--- src/rtl/aes_seq_if.sv ---
// Handshake bundle between the AES round sequencer and its environment:
// block control, unit start/ready pulses, ARK mux select and status.
interface aes_seq_if #(
    parameter int RW = 4
);
    logic          start_in;
    logic [1:0]    key_len_in;
    logic          dec_in;
    logic          abort_in;
    logic          ss_ready_in;
    logic          mc_ready_in;
    logic          ark_ready_in;
    logic          ss_start_out;
    logic          mc_start_out;
    logic          ark_start_out;
    logic [2:0]    ark_in_sel;
    logic [RW-1:0] round_out;
    logic [RW-1:0] key_idx_out;
    logic          busy_out;
    logic          done_out;
    logic          err_out;

    modport master (
        output start_in, key_len_in, dec_in, abort_in,
        output ss_ready_in, mc_ready_in, ark_ready_in,
        input  ss_start_out, mc_start_out, ark_start_out, ark_in_sel,
        input  round_out, key_idx_out, busy_out, done_out, err_out
    );

    modport slave (
        input  start_in, key_len_in, dec_in, abort_in,
        input  ss_ready_in, mc_ready_in, ark_ready_in,
        output ss_start_out, mc_start_out, ark_start_out, ark_in_sel,
        output round_out, key_idx_out, busy_out, done_out, err_out
    );
endinterface

--- src/rtl/aes_round_sequencer.sv ---
// Round sequencer for an iterative AES datapath (AES-128/192/256, enc/dec).
// Walks ARK -> (SS -> MC -> ARK) x (Nr-1) -> SS -> ARK, issuing one-cycle
// start pulses and waiting for each unit's ready pulse. The final round
// skips MixColumns and feeds ARK straight from the SS output.
module aes_round_sequencer #(
    parameter int MAX_ROUNDS = 14,
    parameter int RW         = 4
) (
    input  logic      clk,
    input  logic      rst,
    aes_seq_if.slave  bus
);
    typedef enum logic [1:0] {
        IDLE  = 2'd0,
        W_ARK = 2'd1,
        W_SS  = 2'd2,
        W_MC  = 2'd3
    } state_t;

    localparam logic [4:0] MAX_NR = 5'(MAX_ROUNDS);

    localparam logic [2:0] SEL_NONE = 3'b000;
    localparam logic [2:0] SEL_DATA = 3'b001;
    localparam logic [2:0] SEL_SS   = 3'b010;
    localparam logic [2:0] SEL_MC   = 3'b100;

    state_t        state_r;
    logic [RW-1:0] nr_r;
    logic          dec_r;
    logic [RW-1:0] round_r;
    logic [RW-1:0] key_idx_r;
    logic [2:0]    sel_r;
    logic          ss_start_r;
    logic          mc_start_r;
    logic          ark_start_r;
    logic          busy_r;
    logic          done_r;
    logic          err_r;

    logic [4:0]    req_nr_s;
    logic          key_ok_s;
    logic [RW-1:0] round_nx_s;

    // Number of rounds for a key-length code; 0 marks the reserved code.
    function automatic logic [4:0] nr_of(input logic [1:0] kl);
        case (kl)
            2'b00:   nr_of = 5'd10;
            2'b01:   nr_of = 5'd12;
            2'b10:   nr_of = 5'd14;
            default: nr_of = 5'd0;
        endcase
    endfunction

    // Decode the requested key length and precompute the next round number.
    always_comb begin
        req_nr_s   = nr_of(bus.key_len_in);
        key_ok_s   = (req_nr_s != 5'd0) && (req_nr_s <= MAX_NR);
        round_nx_s = round_r + RW'(1);
    end

    // Sequencer FSM; every output is a register, start/done/err pulses self-clear.
    always_ff @(posedge clk or negedge rst) begin
        if (!rst) begin
            state_r     <= IDLE;
            nr_r        <= '0;
            dec_r       <= 1'b0;
            round_r     <= '0;
            key_idx_r   <= '0;
            sel_r       <= SEL_NONE;
            ss_start_r  <= 1'b0;
            mc_start_r  <= 1'b0;
            ark_start_r <= 1'b0;
            busy_r      <= 1'b0;
            done_r      <= 1'b0;
            err_r       <= 1'b0;
        end else begin
            ss_start_r  <= 1'b0;
            mc_start_r  <= 1'b0;
            ark_start_r <= 1'b0;
            done_r      <= 1'b0;
            err_r       <= 1'b0;
            if (bus.abort_in && (state_r != IDLE)) begin
                // Abort outranks any ready arriving in the same cycle.
                state_r   <= IDLE;
                round_r   <= '0;
                key_idx_r <= '0;
                sel_r     <= SEL_NONE;
                busy_r    <= 1'b0;
            end else begin
                case (state_r)
                    IDLE: begin
                        if (bus.start_in && !bus.abort_in) begin
                            if (key_ok_s) begin
                                nr_r        <= RW'(req_nr_s);
                                dec_r       <= bus.dec_in;
                                round_r     <= '0;
                                key_idx_r   <= bus.dec_in ? RW'(req_nr_s) : '0;
                                sel_r       <= SEL_DATA;
                                ark_start_r <= 1'b1;
                                busy_r      <= 1'b1;
                                state_r     <= W_ARK;
                            end else begin
                                err_r <= 1'b1;
                            end
                        end
                    end
                    W_ARK: begin
                        if (bus.ark_ready_in) begin
                            if (round_r == nr_r) begin
                                done_r    <= 1'b1;
                                busy_r    <= 1'b0;
                                round_r   <= '0;
                                key_idx_r <= '0;
                                sel_r     <= SEL_NONE;
                                state_r   <= IDLE;
                            end else begin
                                round_r    <= round_nx_s;
                                key_idx_r  <= dec_r ? (nr_r - round_nx_s) : round_nx_s;
                                ss_start_r <= 1'b1;
                                state_r    <= W_SS;
                            end
                        end
                    end
                    W_SS: begin
                        if (bus.ss_ready_in) begin
                            if (round_r < nr_r) begin
                                mc_start_r <= 1'b1;
                                state_r    <= W_MC;
                            end else begin
                                // Final round: no MixColumns, ARK takes the SS output.
                                sel_r       <= SEL_SS;
                                ark_start_r <= 1'b1;
                                state_r     <= W_ARK;
                            end
                        end
                    end
                    W_MC: begin
                        if (bus.mc_ready_in) begin
                            sel_r       <= SEL_MC;
                            ark_start_r <= 1'b1;
                            state_r     <= W_ARK;
                        end
                    end
                    default: begin
                        state_r   <= IDLE;
                        round_r   <= '0;
                        key_idx_r <= '0;
                        sel_r     <= SEL_NONE;
                        busy_r    <= 1'b0;
                    end
                endcase
            end
        end
    end

    assign bus.ss_start_out  = ss_start_r;
    assign bus.mc_start_out  = mc_start_r;
    assign bus.ark_start_out = ark_start_r;
    assign bus.ark_in_sel    = sel_r;
    assign bus.round_out     = round_r;
    assign bus.key_idx_out   = key_idx_r;
    assign bus.busy_out      = busy_r;
    assign bus.done_out      = done_r;
    assign bus.err_out       = err_r;
endmodule

--- src/flat_wrapper.sv ---
// flat-port wrapper written by rule: the top's interface ports become plain ports
module aes_round_sequencer_flat 
#(
    parameter int MAX_ROUNDS = 14,
    parameter int RW         = 4
)
  (clk, rst, bus_start_in, bus_key_len_in, bus_dec_in, bus_abort_in, bus_ss_ready_in, bus_mc_ready_in, bus_ark_ready_in, bus_ss_start_out, bus_mc_start_out, bus_ark_start_out, bus_ark_in_sel, bus_round_out, bus_key_idx_out, bus_busy_out, bus_done_out, bus_err_out);
  aes_seq_if #(.RW(RW)) bus_i ();
  input  logic clk;
  input  logic rst;
  input wire logic [$bits(bus_i.start_in)-1:0] bus_start_in;
  input wire logic [$bits(bus_i.key_len_in)-1:0] bus_key_len_in;
  input wire logic [$bits(bus_i.dec_in)-1:0] bus_dec_in;
  input wire logic [$bits(bus_i.abort_in)-1:0] bus_abort_in;
  input wire logic [$bits(bus_i.ss_ready_in)-1:0] bus_ss_ready_in;
  input wire logic [$bits(bus_i.mc_ready_in)-1:0] bus_mc_ready_in;
  input wire logic [$bits(bus_i.ark_ready_in)-1:0] bus_ark_ready_in;
  output wire logic [$bits(bus_i.ss_start_out)-1:0] bus_ss_start_out;
  output wire logic [$bits(bus_i.mc_start_out)-1:0] bus_mc_start_out;
  output wire logic [$bits(bus_i.ark_start_out)-1:0] bus_ark_start_out;
  output wire logic [$bits(bus_i.ark_in_sel)-1:0] bus_ark_in_sel;
  output wire logic [$bits(bus_i.round_out)-1:0] bus_round_out;
  output wire logic [$bits(bus_i.key_idx_out)-1:0] bus_key_idx_out;
  output wire logic [$bits(bus_i.busy_out)-1:0] bus_busy_out;
  output wire logic [$bits(bus_i.done_out)-1:0] bus_done_out;
  output wire logic [$bits(bus_i.err_out)-1:0] bus_err_out;
  assign bus_i.start_in = bus_start_in;
  assign bus_i.key_len_in = bus_key_len_in;
  assign bus_i.dec_in = bus_dec_in;
  assign bus_i.abort_in = bus_abort_in;
  assign bus_i.ss_ready_in = bus_ss_ready_in;
  assign bus_i.mc_ready_in = bus_mc_ready_in;
  assign bus_i.ark_ready_in = bus_ark_ready_in;
  assign bus_ss_start_out = bus_i.ss_start_out;
  assign bus_mc_start_out = bus_i.mc_start_out;
  assign bus_ark_start_out = bus_i.ark_start_out;
  assign bus_ark_in_sel = bus_i.ark_in_sel;
  assign bus_round_out = bus_i.round_out;
  assign bus_key_idx_out = bus_i.key_idx_out;
  assign bus_busy_out = bus_i.busy_out;
  assign bus_done_out = bus_i.done_out;
  assign bus_err_out = bus_i.err_out;
  aes_round_sequencer #(.MAX_ROUNDS(MAX_ROUNDS), .RW(RW)) u_core (.clk(clk), .rst(rst), .bus(bus_i));
endmodule
--- config.mk ---
export PLATFORM = sky130hd
export DESIGN_NAME = aes_round_sequencer_flat
export DESIGN_NICKNAME = d
export VERILOG_FILES = /design/src/rtl/aes_seq_if.sv /design/src/rtl/aes_round_sequencer.sv /design/src/flat_wrapper.sv
export SDC_FILE = /design/constraint.sdc
export NUM_CORES = 1
export LEC_CHECK = 0
export CAP_MARGIN = 20
export CORE_UTILIZATION = 50
export CTS_CLUSTER_DIAMETER = 200
export CTS_CLUSTER_SIZE = 30
export DETAILED_ROUTE_END_ITERATION = 10
export GPL_TIMING_DRIVEN = 0
export PLACE_DENSITY = 0.74
export SYNTH_ARGS = -nofsm -noshare
export SYNTH_HDL_FRONTEND = slang
export SYNTH_SLANG_ARGS = --single-unit
--- constraint.sdc ---
create_clock -name clk -period 5.9 [get_ports clk]
set_clock_uncertainty 0.15 [all_clocks]
set_input_delay 0.59 -clock clk [delete_from_list [all_inputs] [get_ports clk]]
set_output_delay 0.59 -clock clk [all_outputs]
set_load 0.02 [all_outputs]
==> results.toml <==
[final_layout]
final_common_cell = "clkdlybuf4s50_1"
drive_above_1_share_pct = 5.914
num_antenna_cells = 0
nFillCells = 235
area_delta_synth_final_pct = 23.51
layout.nets = 213
final_core_util_pct = 64.84
mostFrequentLayoutCells = "clkdlybuf4s50_1, dfrtp_1, nand2_1, ha_1"

[global_routing]
grt_use_total_pct = 22.17
grt_pass1_vias = 1212
grt_overflow = 0
grt_max_degree = 24
grt_first_pass_wirelength_mm = 5.409
antenna_found_initial = 0

[logic_synthesis]
ys_types = 36
yosysWarnings = 0
mappedNetlistNets = 181
synth_enable_flop_cells = 0
ys_ff_latch = 23
yosys-top-cells-area = "dfrtp_1, ha_1, nand2_1"
synthArstFlopShare_pct = 100.0
yosysTopAreaCellShare_pct = 39.76
muxShareOfSynthArea_pct = 2.852
yosysSeqAreaShare_pct = 39.76
synth_largest_area_cell = "dfrtp_1"
synthCells = 155
syn-cell-area_um2 = 1448
synth_top_family_by_area = "simple AND/OR/NAND/NOR gates"
synth.avg_cell_area_um2 = 9.340
synth_compound_area_share_pct = 16.42
synthXorXnorAreaFrac_pct = 3.025
synth-simple-area-share_pct = 20.92
synth_ff_type = "dfrtp_1"
synthAdderAreaFrac_pct = 13.83

[clock_tree]
cts_tree = "done"
clk_latency_ns = 0.31
cts_max_level = 1
root_buffer = "clkbuf_4"
cts_hold_buf = 0
cts_buffers = 3
post_cts_buffers = 0
cts_resized = 0
path_clk_slew_ns = 0.13
cts_num_sinks = 23
clock_path_buffers = 2

[timing]
slew_violations = 0
rsz0062_at_grt = "false"
slew_headroom_pct = 66.61
setup_viol = 0
clock.fmax_ghz = 0.3896
hold_violations = 0
period_minus_slack_ns = 2.567
setup-tns-final_ns = 0
period_share_pct = 43.50
worst_pin_slew_ns = 0.4993

[die]
die_area_um2 = 3114
die_y_um = 55.81
rows = 19
die_w_um = 55.81
ios = 27
initial_core_util_pct = 52.50
core_um2 = 2758

[place]
gp_congestion = 0.8582
dp_hpwl_mm = 2.400
port_buffers = 26

[detailed_routing]
avgViaCountPerCell = 5.627
routed_wl_mm = 3.091
wl_per_cell_um = 14.24
dr.pass1.iters = 4
vias = 1221
drtIter0Drc = 46
drtAntennaViolNets = 0
drc = 0

[power_and_ir_drop]
p_per_area_nw_per_um2 = 495.3
leakagePower_nw = 0.8311
ir_drop_mv = 0.3404

[status]
outcome = "completed"

[critical_path]
cp-end-kind = "flip-flop"
worst_setup_path_start_kind = "input port"
worstPathArrival_ns = 2.67
worstSetupPathType = "in -> reg"
worstPathRequired_ns = 6.00
crit_fanout = 7

[run]
drv_cap = 0

[worst_hold_path]
hp-class = "reg -> reg"
==> worst paths after layout <==
path / depth (start not counted) / startpoint / endpoint / slack, ns
max: 7 / bus_key_len_in[0] / u_core.bus.key_idx_out[3] / 3.33
min: 2 / u_core.bus.key_idx_out[0] / u_core.bus.key_idx_out[0] / 0.35
max reg2reg: 7 / u_core.state_r[0] / u_core.bus.round_out[2] / 3.49
min reg2reg: 2 / u_core.bus.key_idx_out[0] / u_core.bus.key_idx_out[0] / 0.35
max in group asynchronous: 2 / rst / u_core.bus.ark_in_sel[0] / 4.70
min in group asynchronous: 1 / rst / u_core.bus.key_idx_out[0] / 0.44
==> cells by family after synthesis <==
family          Yosys count
xor+xnor                  5
flops                    23
buf+inv                  12
fa+ha+maj                16
simple gates             60
compound gates           35
mux                       4
==> critical path, cell delays in order <==
cell	delay, ns
clkdlybuf4s50_1	0.49
ha_1	0.27
or3b_4	0.43
a22oi_4	0.26
o21ai_2	0.15
or3_1	0.39
o211ai_2	0.08
==> registers in the layout (all words and copies together), names as in the netlist, 2 cells and up <==
signal	cells
u_core.nr_r	3
u_core.bus.key_idx_out	4
u_core.state_r	2
u_core.bus.ark_in_sel	3
u_core.bus.round_out	4
==> metal layers <==
layer | wire [µm] | part of all wire (%) | global-route usage [%] | vias to the layer above
met5 | 0 | 0 | 0 | -
met4 | 34 | 1.1 | 7.857 | 0
met3 | 103 | 3.3 | 3.023 | 4
met2 | 1398 | 45 | 33.22 | 33
met1 | 1556 | 50 | 32.88 | 585
li1 | - | - | - | 599
==> stage by stage <==
step	setup WS (ns)	hold slack, ns	cells	power (mW)	area, µm²
floorplan	3.665	0.1444	155	0.6432	1448
finish	3.333	0.3506	217	0.8857	1788
detailed placement	3.000	0.3309	212	0.8094	1747
global placement	3.043	0.3107	212	0.7840	1747
CTS	3.324	0.3596	216	0.8857	1773
global route	3.229	0.3934	217	0.9659	1788
==> layout make-up <==
class | count | area (µm²) | share of cell area, %
multi-input combinational | 120 | 825.8 | 46.19
sequential | 23 | 575.6 | 32.19
timing repair buffer | 27 | 275.3 | 15.40
tap | 31 | 38.79 | 2.169
inverter | 9 | 33.78 | 1.889
clock buffer | 4 | 26.28 | 1.470
buffer | 3 | 12.51 | 0.6998
==> power by group <==
group / switching, mW / internal [mW]
Sequential: 0.0476 / 0.211
Clock: 0.0491 / 0.0264
Combinational: 0.312 / 0.240
Total: 0.409 / 0.477
==> synthesized netlist by cell type, drive strengths merged, types with 3 or more instances <==
| cell type | number |
|---|---|
| inv | 9 |
| and2 | 3 |
| o31ai | 4 |
| dfrtp | 23 |
| a21oi | 9 |
| nand3 | 6 |
| nand2 | 20 |
| mux2i | 3 |
| ha | 16 |
| xnor2 | 3 |
| nand2b | 3 |
| nor2 | 11 |
| o211ai | 3 |
| nor2b | 4 |
| and3 | 4 |
| o21ai | 12 |
No activity file was read; power rests on OpenSTA's default activity.
